## src/rtl/shift_seq_ctrl.sv

```systemverilog
// Sequential shifter: one single-bit shift per clock, covering left/right and
// logical/arithmetic/rotate modes, with a busy flag and a one-cycle done pulse.
module shift_seq_ctrl #(
    parameter  int WIDTH = 8,
    localparam int AW    = $clog2(WIDTH)
) (
    input  logic             clk,
    input  logic             rst_n,
    input  logic             start,
    input  logic [WIDTH-1:0] data_in,
    input  logic [AW-1:0]    amount,
    input  logic             dir,
    input  logic [1:0]       mode,
    output logic [WIDTH-1:0] data_out,
    output logic             busy,
    output logic             done
);

    typedef enum logic [1:0] {
        IDLE  = 2'b00,
        SHIFT = 2'b01,
        DONE  = 2'b10
    } state_t;

    state_t           state_reg, state_next;
    logic [WIDTH-1:0] work_reg, work_next;
    logic [AW-1:0]    count_reg, count_next;
    logic             dir_reg, dir_next;
    logic [1:0]       mode_reg, mode_next;
    logic [WIDTH-1:0] data_out_reg, data_out_next;
    logic [WIDTH-1:0] shifted;

    // Single-step shift of the working register. In arithmetic-right mode the
    // current MSB always equals the original sign, so replicating it suffices.
    always_comb begin
        shifted = work_reg;
        if (!dir_reg) begin
            case (mode_reg)
                2'b10:   shifted = {work_reg[WIDTH-2:0], work_reg[WIDTH-1]};
                default: shifted = {work_reg[WIDTH-2:0], 1'b0};
            endcase
        end else begin
            case (mode_reg)
                2'b01:   shifted = {work_reg[WIDTH-1], work_reg[WIDTH-1:1]};
                2'b10:   shifted = {work_reg[0], work_reg[WIDTH-1:1]};
                default: shifted = {1'b0, work_reg[WIDTH-1:1]};
            endcase
        end
    end

    always_comb begin
        state_next    = state_reg;
        work_next     = work_reg;
        count_next    = count_reg;
        dir_next      = dir_reg;
        mode_next     = mode_reg;
        data_out_next = data_out_reg;
        case (state_reg)
            IDLE: begin
                if (start) begin
                    work_next  = data_in;
                    count_next = amount;
                    dir_next   = dir;
                    mode_next  = mode;
                    if (amount == '0) begin
                        state_next    = DONE;
                        data_out_next = data_in;
                    end else begin
                        state_next = SHIFT;
                    end
                end
            end
            SHIFT: begin
                // Counter is never zero here: SHIFT is entered only with amount > 0.
                work_next  = shifted;
                count_next = count_reg - AW'(1);
                if (count_reg == AW'(1)) begin
                    state_next    = DONE;
                    data_out_next = shifted;
                end
            end
            DONE: begin
                state_next = IDLE;
            end
            default: begin
                state_next = IDLE;
            end
        endcase
    end

    always_ff @(posedge clk) begin
        if (!rst_n) begin
            state_reg    <= IDLE;
            work_reg     <= '0;
            count_reg    <= '0;
            dir_reg      <= 1'b0;
            mode_reg     <= 2'b00;
            data_out_reg <= '0;
        end else begin
            state_reg    <= state_next;
            work_reg     <= work_next;
            count_reg    <= count_next;
            dir_reg      <= dir_next;
            mode_reg     <= mode_next;
            data_out_reg <= data_out_next;
        end
    end

    assign data_out = data_out_reg;
    assign busy     = (state_reg != IDLE);
    assign done     = (state_reg == DONE);

endmodule

```

## config.mk

```make
export PLATFORM = sky130hd
export DESIGN_NAME = shift_seq_ctrl
export DESIGN_NICKNAME = d
export VERILOG_FILES = /design/src/rtl/shift_seq_ctrl.sv
export SDC_FILE = /design/constraint.sdc
export NUM_CORES = 1
export LEC_CHECK = 0
export ABC_AREA = 1
export BUFFER_PORTS_ARGS = -buffer_cell sky130_fd_sc_hd__buf_2
export CELL_PAD_IN_SITES_DETAIL_PLACEMENT = 0
export CELL_PAD_IN_SITES_GLOBAL_PLACEMENT = 1
export CORE_UTILIZATION = 30
export CTS_CLUSTER_SIZE = 25
export DETAILED_ROUTE_END_ITERATION = 8
export PLACE_DENSITY = 0.71
export SETUP_SLACK_MARGIN = 0.4
export SLEW_MARGIN = 15
export SYNTH_ARGS = -nofsm -noshare
export SYNTH_HDL_FRONTEND = slang
export SYNTH_SLANG_ARGS = --single-unit
```

## constraint.sdc

```tcl
create_clock -name clk -period 3.06 [get_ports clk]
set_clock_uncertainty 0.1 [all_clocks]
set_input_delay 0.153 -clock clk [delete_from_list [all_inputs] [get_ports clk]]
set_output_delay 0.153 -clock clk [all_outputs]
set_load 0.1 [all_outputs]
```

Yosys cells after proc, flatten, opt, wreduce, memory -nomap -nowiden
Index checks and enable logic that the tools add are counted.
- register bits: 24
- bits in latches: 0
- RAM bits: 0
- bits in read-only memories: 0
- input bits: 17
- logic and storage cells: 38
- memories: 0
- add/subtract/negate cells: 1
- $mul: 0
- div/mod/pow operators: 0
- order comparisons: 0
- eq/ne operators: 8
- shift operators: 0
- muxes and demuxes: 15
- bitwise logic cells: 0
- reduce and logical (&&, ||, !) cells: 8
- operators with widths (cell ; count):
    $pmux W8 S2 ; 3
    $mux W8 ; 5
    $mux W2 ; 3
    $ne A2 B2 Y1 const B ; 3
    $pmux W3 S2 ; 1
    $reduce_and A2 Y1 ; 3
    $eq A2 B1 Y1 const B ; 2
    $eq A2 B2 Y1 const B ; 2
    $pmux W2 S2 ; 1
    $reduce_and A4 Y1 ; 1
    $reduce_bool A2 Y1 ; 2
    $eq A3 B1 Y1 const B ; 1
    $logic_not A3 Y1 ; 1
    $mux W3 ; 1
    $sub A3 B1 Y3 const B ; 1
    $logic_not A2 Y1 ; 1
    $mux W1 ; 1

Depth between registers and ports, before layout
Gate-level depths: netlist (run 1).
- word-level depth: 5
- mapped depth: 10

Worst setup path after synthesis (run 1)
OpenSTA, ideal clock, no wires.
- kind: reg2out
- start point: register state_reg[1]
- end point: output port done
- arrival time: 1.706 ns
- path slack: 1.101 ns
- cell stages (with the launch flop): 3
- cell sequence: dfxtp_1 > inv_2 > nor2_1
- longest elaborated chain between the ends: 1
- RTL lines (element ; line ; source):
    start: declaration ; 25 ; state_t state_reg, state_next;
    start signal: assignment ; 100 ; state_reg <= state_next;
    $eq A2 B2 Y1 ; 111 ; assign done = (state_reg == DONE);
    end: declaration ; 16 ; output logic done
Every way passes these cells.

Final worst setup path (run 1)
Ends and elaborated chain as after synthesis.

==> metrics.md, run 1 <==
| Metric | Value |
|---|---|
| Status | `complete, no violations` |
| VDD IR max | `0.000160 V` |
| Pwr/cell area | `between 600 and 700 nW/um2` |
| First-pass GRT wire length | `between 4000 and 5000 um` |
| Synth Flop Type | `dfxtp_1` |
| GR Util met3 | `between 2 and 2.5%` |
| CTS buffer count | `3` |
| Reg2Reg Launch Point | `state_reg[1]` |
| Setup slack, reg-to-reg | `between 1.5 and 2 ns` |
| Endpoints failing hold | `0` |
| Worst r2r path cells | `7` |
| Min-delay src | `mode[0]` |
| Std-Cell Rows | `23` |
| Kind of critical path | `reg2out` |
| Commonest cells in the netlist | `nand2_1 (57), inv_1 (33), nor2_1 (28)` |
| Slowest CP cell | `dfxtp_1` |
| Die Wd | `67.9 um` |
| Die Y | `approximately 68 um` |
| Die area | `between 4000 and 5000 um2` |
| Leak Pwr | `0.000821 uW` |
| Crit-path cells | `inv_2 > nor2_1 > buf_2` |
| Finished Layout Cells | `about 270` |
| GRT Util Overall | `a little over an eighth` |
| CTS tree | `yes` |
| Avg WL per Cell | `approximately 10 um` |
| Final Max Slew Viols | `0` |
| Clk Tree Root Cell | `clkbuf_8` |
| Layout area overhead | `16.6%` |
| Avg Inst Size Synth | `approximately 6.5 um2` |
| Core area | `4090 um2` |
| Setup TNS | `0 ns` |
| Most frequent cell after synthesis | `nand2_1` |
| Post-synth top area share | `a little under two fifths` |
| Grt ovf | `0` |
| Hold Path Sink | `mode_reg[0]` |
| Layout Utilization | `between 30% and 40%` |
| # setup viols final | `0` |
| Yosys warns | `0` |
| I/O pins | `27` |
| Crit-path max cell delay | `approximately 0.43 ns` |
| Pin count of the biggest net entering global routing | `17` |
| Asr flop ratio synth | `0%` |
| Slew margin rel. | `between 60% and 70%` |
| Busiest grt layer | `met2` |
| Sinks on the clock net | `24` |
| Post-CTS setup buffers | `0` |
| Synthesized instance count | `200` |
| DRT Pass-1 Iters | `4` |
| Final instance area | `roughly 1500 um2` |
| Hold Path Class | `in2reg` |
| Crit-path max FO | `3` |
| GR Util met2 | `between 20% and 30%` |
| Sequential area share after synthesis | `between 30% and 40%` |
| Clk_lat worst skew | `0.27 ns` |
| MaxCap Viol Count | `0` |
| CTS max path bufs | `2` |
| # DRC | `0` |
| Final period util | `between 40% and 50%` |
| Max Freq | `about 650 MHz` |
| First DRT Iteration DRCs | `36` |
| Final net count | `246` |
| Terminus of the critical flop-to-flop path | `data_out[0]` |
| Worst Setup End Kind | `output pin` |
| Number of synthesized register bits | `24` |
| Hold depth | `3` |
| Synth top area cells | `dfxtp_1 (37%), nand2_1 (16%), inv_1 (9.5%)` |
| Clk slew on worst S/H paths | `around 0.09 ns` |
| Routed via count | `roughly 1200` |
| Layout cells sized above 1 | `17.4%` |
| Number of global-route vias before repair | `~1100` |
| Post-cts hold buffer count | `0` |
| ANT nets after route | `0` |
| WP depth | `3` |
| Min Tclk post-route | `roughly 1.5 ns` |
| Met1 track demand over resource | `roughly a fifth` |
| ANT cells | `0` |
| Synth area leader | `dfxtp_1` |
| Placed Instances | `270` |
| # port buffers | `26` |
| Dpl cell area | `around 1400 um2` |
| Critical path required time | `roughly 2.8 ns` |
| Synthesized Nets | `221` |
| Unrepaired setup endpoints after global routing | `no` |
| Worst Path Arrival | `around 1.3 ns` |
| Gpl congestion | `0.709` |
| Synth Cell Area | `1300 um2` |
| Via-to-Cell Ratio | `4.29` |
| Setup crit start kind | `flip-flop` |
| CP bufs+invs | `2` |
| CTS resizes | `0` |
| Starting density of the core | `between 30% and 40%` |
| Top delay family on crit path | `buffers and inverters` |
| Antenna violations before repair | `0` |
| Post-synth EDFFs | `0` |
| Worst Max-Slew Pin Slew | `between 0.4 and 0.5 ns` |
| Post-Route WL | `between 2000 and 3000 um` |
| Synth cell types | `21` |
| # H-tree levels | `1` |
| FILL cells | `roughly 470` |
| DP HPWL | `2040 um` |
-- routing by layer --
metal / part of all wire (%) / up-vias
li1: - / 653
met1: 53 / 504
met2: 43 / 17
met3: 2.9 / 2
met4: 0.88 / 0
met5: 0 / -
-- stage by stage --
step	hold slack, ns	worst slack [ns]	power [uW]
after floorplan	0.191	1.10	641
after global placement	0.334	1.57	690
after detailed placement	0.339	1.59	689
after CTS	0.0594	1.52	975
after global routing	0.0700	1.42	1030
final	0.0613	1.53	963
-- report_power, final --
| group | total [uW] | switching, uW | leakage, uW | internal (uW) |
|---|---|---|---|---|
| clock network | 283 | 108 | 0.0000357 | 175 |
| logic | 305 | 230 | 0.000587 | 74.2 |
| registers | 375 | 24.9 | 0.000198 | 350 |
| total | 963 | 364 | 0.000821 | 599 |
-- how the worst max path moves through the flow --
| stage | from | end | slack (ns) |
|---|---|---|---|
| after floorplan | state_reg[1] | done | 1.10 |
| after global placement | state_reg[1] | work_reg[5] | 1.57 |
| after detailed placement | state_reg[1] | work_reg[2] | 1.59 |
| after CTS | state_reg[1] | done | 1.52 |
| after global routing | state_reg[0] | data_out[4] | 1.42 |
| final | state_reg[1] | done | 1.53 |
-- cell usage in the layout (no fill, tap or decap), types with 4 or more instances in the layout --
cell type,instances
dfxtp_1,24
nor2_1,28
o211ai_1,5
o21ai_0,17
a21oi_1,13
inv_1,33
nand2_1,57
buf_2,26
ha_1,4
-- layout make-up --
type                    instances  area [um2]  area share [%]
clock inverters                 1        30.0            1.98
flip-flops and latches         24         480            31.6
repair buffers                 26         130            8.56
clock buffers                   3        41.3            2.72
inverters                      36         138            9.05
multi-input cells             134         638            42.0
well taps                      50        62.6            4.12
-- kinds of logic (layout without fill, tap and decap cells) --
logic type / Yosys count / in the layout / share of synthesized area, %
simple gates: 95 / 95 / 30.7
buf+inv: 42 / 66 / 14.2
compound gates: 35 / 35 / 14.4
flops: 24 / 24 / 36.9
fa+ha+maj: 4 / 4 / 3.84
-- worst reg2reg max path, stage by stage (launching register included) --
cell	delay, ns
dfxtp_1	0.43
inv_2	0.08
nand2_2	0.24
nand2_4	0.15
nand3_4	0.21
nand2_1	0.08
nand2_1	0.06
nor2_1	0.04
Note: power is estimated with default switching activity, not from simulation.
==> run 2, diff against run 1 <==
- clock period: 3.06 -> 1.5 ns (I/O delays scaled with it)
==> run 2 against run 1 <==
  * First-iteration DRC count down 25%
  * Design area up 20%
  * Setup slack worse by 1.4 ns
  * Flip-flop and latch count unchanged
  * Register-to-register slack worse by 1.4 ns
  * Critical path depth up 1
  * Die area unchanged
  * Global-route usage up 1.6 points
  * Non-clock buffer count up 10
  * Cell count up 4.4%
  * Critical endpoint is now busy
  * Largest cell class unchanged
  * Largest power group is now combinational cells
  * Highest routed layer unchanged
==> metrics.md, run 2 (synthesized netlist as in run 1, its figures left out) <==
| Metric | Value |
|---|---|
| Met1 track demand over resource | `19.9% (+0.50 points)` |
| CTS tree | `yes` |
| Final instance area | `1830 um2 (+20%)` |
| Max Freq | `747 MHz` |
| Final Max Slew Viols | `0 (unchanged)` |
| Worst Max-Slew Pin Slew | `0.380 ns (-0.106 ns)` |
| Terminus of the critical flop-to-flop path | `data_out[7]` |
| Unrepaired setup endpoints after global routing | `yes` |
| ANT cells | `0 (unchanged)` |
| Sinks on the clock net | `24 (unchanged)` |
| Std-Cell Rows | `23 (unchanged)` |
| Clk slew on worst S/H paths | `0.09 ns (about the same)` |
| CP Capture Point | `busy` |
| Antenna violations before repair | `0 (unchanged)` |
| First-pass GRT wire length | `5170 um (+9.2%)` |
| Worst Setup End Kind | `output pin` |
| First DRT Iteration DRCs | `27 (-25%)` |
| Slowest CP cell | `dfxtp_4` |
| Switch Pwr | `829 uW (+130%)` |
| Most frequent cells in the layout | `nand2_1 (54), inv_1 (28), nor2_1 (25)` |
| Layout area overhead | `40.0%` |
| Hold Slack | `0.00138 ns (-0.0599 ns)` |
| CTS buffer count | `3 (unchanged)` |
| Die area | `4610 um2 (unchanged)` |
| I/O pins | `27 (unchanged)` |
| DP HPWL | `2080 um (+1.6%)` |
| VDD IR max | `0.000587 V (+270%)` |
| Final net count | `258 (+4.9%)` |
| Worst Path Arrival | `1.16 ns (-0.11 ns)` |
| Int Power | `1350 uW (+120%)` |
| FILL cells | `439 (-6.2%)` |
| Busiest grt layer | `met2` |
| Clk Tree Root Cell | `clkbuf_8` |
| Routed via count | `1250 (+6.3%)` |
| WP depth | `4 (+1)` |
| Setup TNS | `0 ns (unchanged)` |
| Clock Power Share | `26.7% (-2.7 points)` |
| Leak Pwr | `0.000900 uW (+9.5%)` |
| Min Tclk post-route | `around 1.3 ns` |
| Finished Layout Cells | `286 (+4.4%)` |
| Crit-path max FO | `4 (+1)` |
| Combinational share of power | `37.4% (+5.7 points)` |
| Grt ovf | `0 (unchanged)` |
| Setup crit start kind | `flip-flop` |
| Final period util | `around nine tenths` |
| GRT Util Overall | `15.1% (+1.6 points)` |
| Die Wd | `67.9 um (unchanged)` |
| Reg2Reg Launch Point | `state_reg[0]` |
| Clk_lat worst skew | `0.27 ns (about the same)` |
| Via-to-Cell Ratio | `4.37 (+1.8%)` |
| Top delay family on crit path | `buffers and inverters` |
| DRT Pass-1 Iters | `4 (unchanged)` |
| Post-Route WL | `3190 um (+17%)` |
| Critical path launch point | `state_reg[0]` |
| # port buffers | `26 (unchanged)` |
| Starting density of the core | `31.9% (unchanged)` |
| Worst r2r path cells | `8 (+1)` |
| Endpoints failing hold | `0 (unchanged)` |
| Crit-path cells | `buf_12 > nor2_4 > clkinvlp_4 > buf_12` |
| GR Util met3 | `2.67% (+0.50 points)` |
| Sw Ratio | `38.1% (+0.36 points)` |
| CP dominant cell by count | `buf_12` |
| Pin count of the biggest net entering global routing | `16 (-1)` |
| Sequential Power Share | `35.9% (-3.1 points)` |
| # H-tree levels | `1 (unchanged)` |
| Avg WL per Cell | `11.1 um (+12%)` |
| Crit-path max cell delay | `0.39 ns (-0.04 ns)` |
| CP bufs+invs | `3 (+1)` |
| Commonest non-fill, non-tap cell in the layout | `nand2_1` |
| Status | `complete, no violations` |
| Core area | `4090 um2 (unchanged)` |
| Gpl congestion | `0.726 (+2.3%)` |
| Kind of critical path | `reg2out` |
| Hold Path Class | `in2reg` |
| MaxCap Viol Count | `0 (unchanged)` |
| CTS max path bufs | `2 (unchanged)` |
| Pwr/cell area | `1190 nW/um2 (+88%)` |
| # setup viols final | `0 (unchanged)` |
| Die Y | `67.9 um (unchanged)` |
| # DRC | `0 (unchanged)` |
| Slew margin rel. | `74.5% (+6.7 points)` |
| Critical path required time | `1.32 ns (-1.49 ns)` |
| Layout Utilization | `44.7% (+7.5 points)` |
| Number of global-route vias before repair | `1142 (+7.1%)` |
| GR Util met2 | `25.1% (+4.7 points)` |
| Placed Instances | `273 (+1.1%)` |
| Setup slack, reg-to-reg | `0.21 ns (-1.37 ns)` |
| Dpl cell area | `1520 um2 (+5.2%)` |
| ANT nets after route | `0 (unchanged)` |
| Layout cells sized above 1 | `33.5% (+16 points)` |
[run 2: cell count changes in the layout (fill, tap and decap cells not counted), moves of 3 or more]
cell	change
nand2_1	-3
dfxtp_2	+11
buf_4	+12
a21oi_1	-3
o21ai_1	+9
buf_2	-10
buf_12	+3
a21oi_2	+3
o21ai_0	-9
inv_1	-5
dfxtp_1	-13
nor2_1	-3
buf_6	+3
[run 2: cell type report]
| type | count | area [um2] | share of cell area [%] |
|---|---|---|---|
| repair inverters | 1 | 8.76 | 0.480 |
| clock inverters | 1 | 30.0 | 1.64 |
| clock buffers | 3 | 41.3 | 2.26 |
| flip-flops and latches | 24 | 502 | 27.5 |
| multi-input cells | 135 | 738 | 40.4 |
| repair buffers | 36 | 284 | 15.6 |
| well taps | 50 | 62.6 | 3.43 |
| inverters | 36 | 159 | 8.70 |
[run 2: worst reg2reg max path, cell delays in order, from the launching register on]
cell	delay [ns]
dfxtp_4	0.41
inv_4	0.05
nor2_4	0.18
buf_4	0.17
or2_1	0.10
nand2_1	0.06
nand2_1	0.06
inv_1	0.04
nor2_1	0.07
[run 2: power by group through the flow]
stage          clock network (uW)  logic (uW)  registers, uW
2_1_floorplan                   0         379            961
3_3_place_gp                    0         661            791
3_5_place_dp                    0         658            792
4_1_cts                       584         746            782
5_1_grt                       618         889            792
6_report                      581         813            780
[run 2: how the worst min path moves through the flow]
stage | from | endpoint | slack (ns) | cells after the start
CTS | mode[1] | mode_reg[1] | 0.009 | 3
global route | mode[1] | mode_reg[1] | 0.05 | 3
finish | mode[1] | mode_reg[1] | 0.001 | 3
global placement | mode[0] | mode_reg[0] | 0.26 | 3
detailed placement | mode[0] | mode_reg[0] | 0.27 | 3
floorplan | rst_n | count_reg[0] | 0.11 | 2
[run 2: per-layer routing]
| metal | up-vias | share of wire (%) |
|---|---|---|
| li1 | 687 | - |
| met1 | 535 | 48 |
| met2 | 26 | 48 |
| met3 | 2 | 4.0 |
| met4 | 0 | 0.72 |
| met5 | - | 0 |
[run 2: metrics by stage]
step / setup WS (ns) / power (uW)
3_5_place_dp: 0.128 / 1450
6_report: 0.161 / 2170
4_1_cts: 0.205 / 2110
3_3_place_gp: 0.125 / 1450
2_1_floorplan: 0.288 / 1340
5_1_grt: 0.107 / 2300
[run 2: repair_timing]
| action | CTS | global route |
|---|---|---|
| setup endpoints to repair | 33 | 26 |
| pin swaps | 7 | 9 |
| endpoints found under the hold margin | 2 | 0 |
| resized for setup | 31 | 15 |
| cloned | 1 | 1 |
| hold buffers | 2 | 0 |
| setup buffers | 2 | 3 |
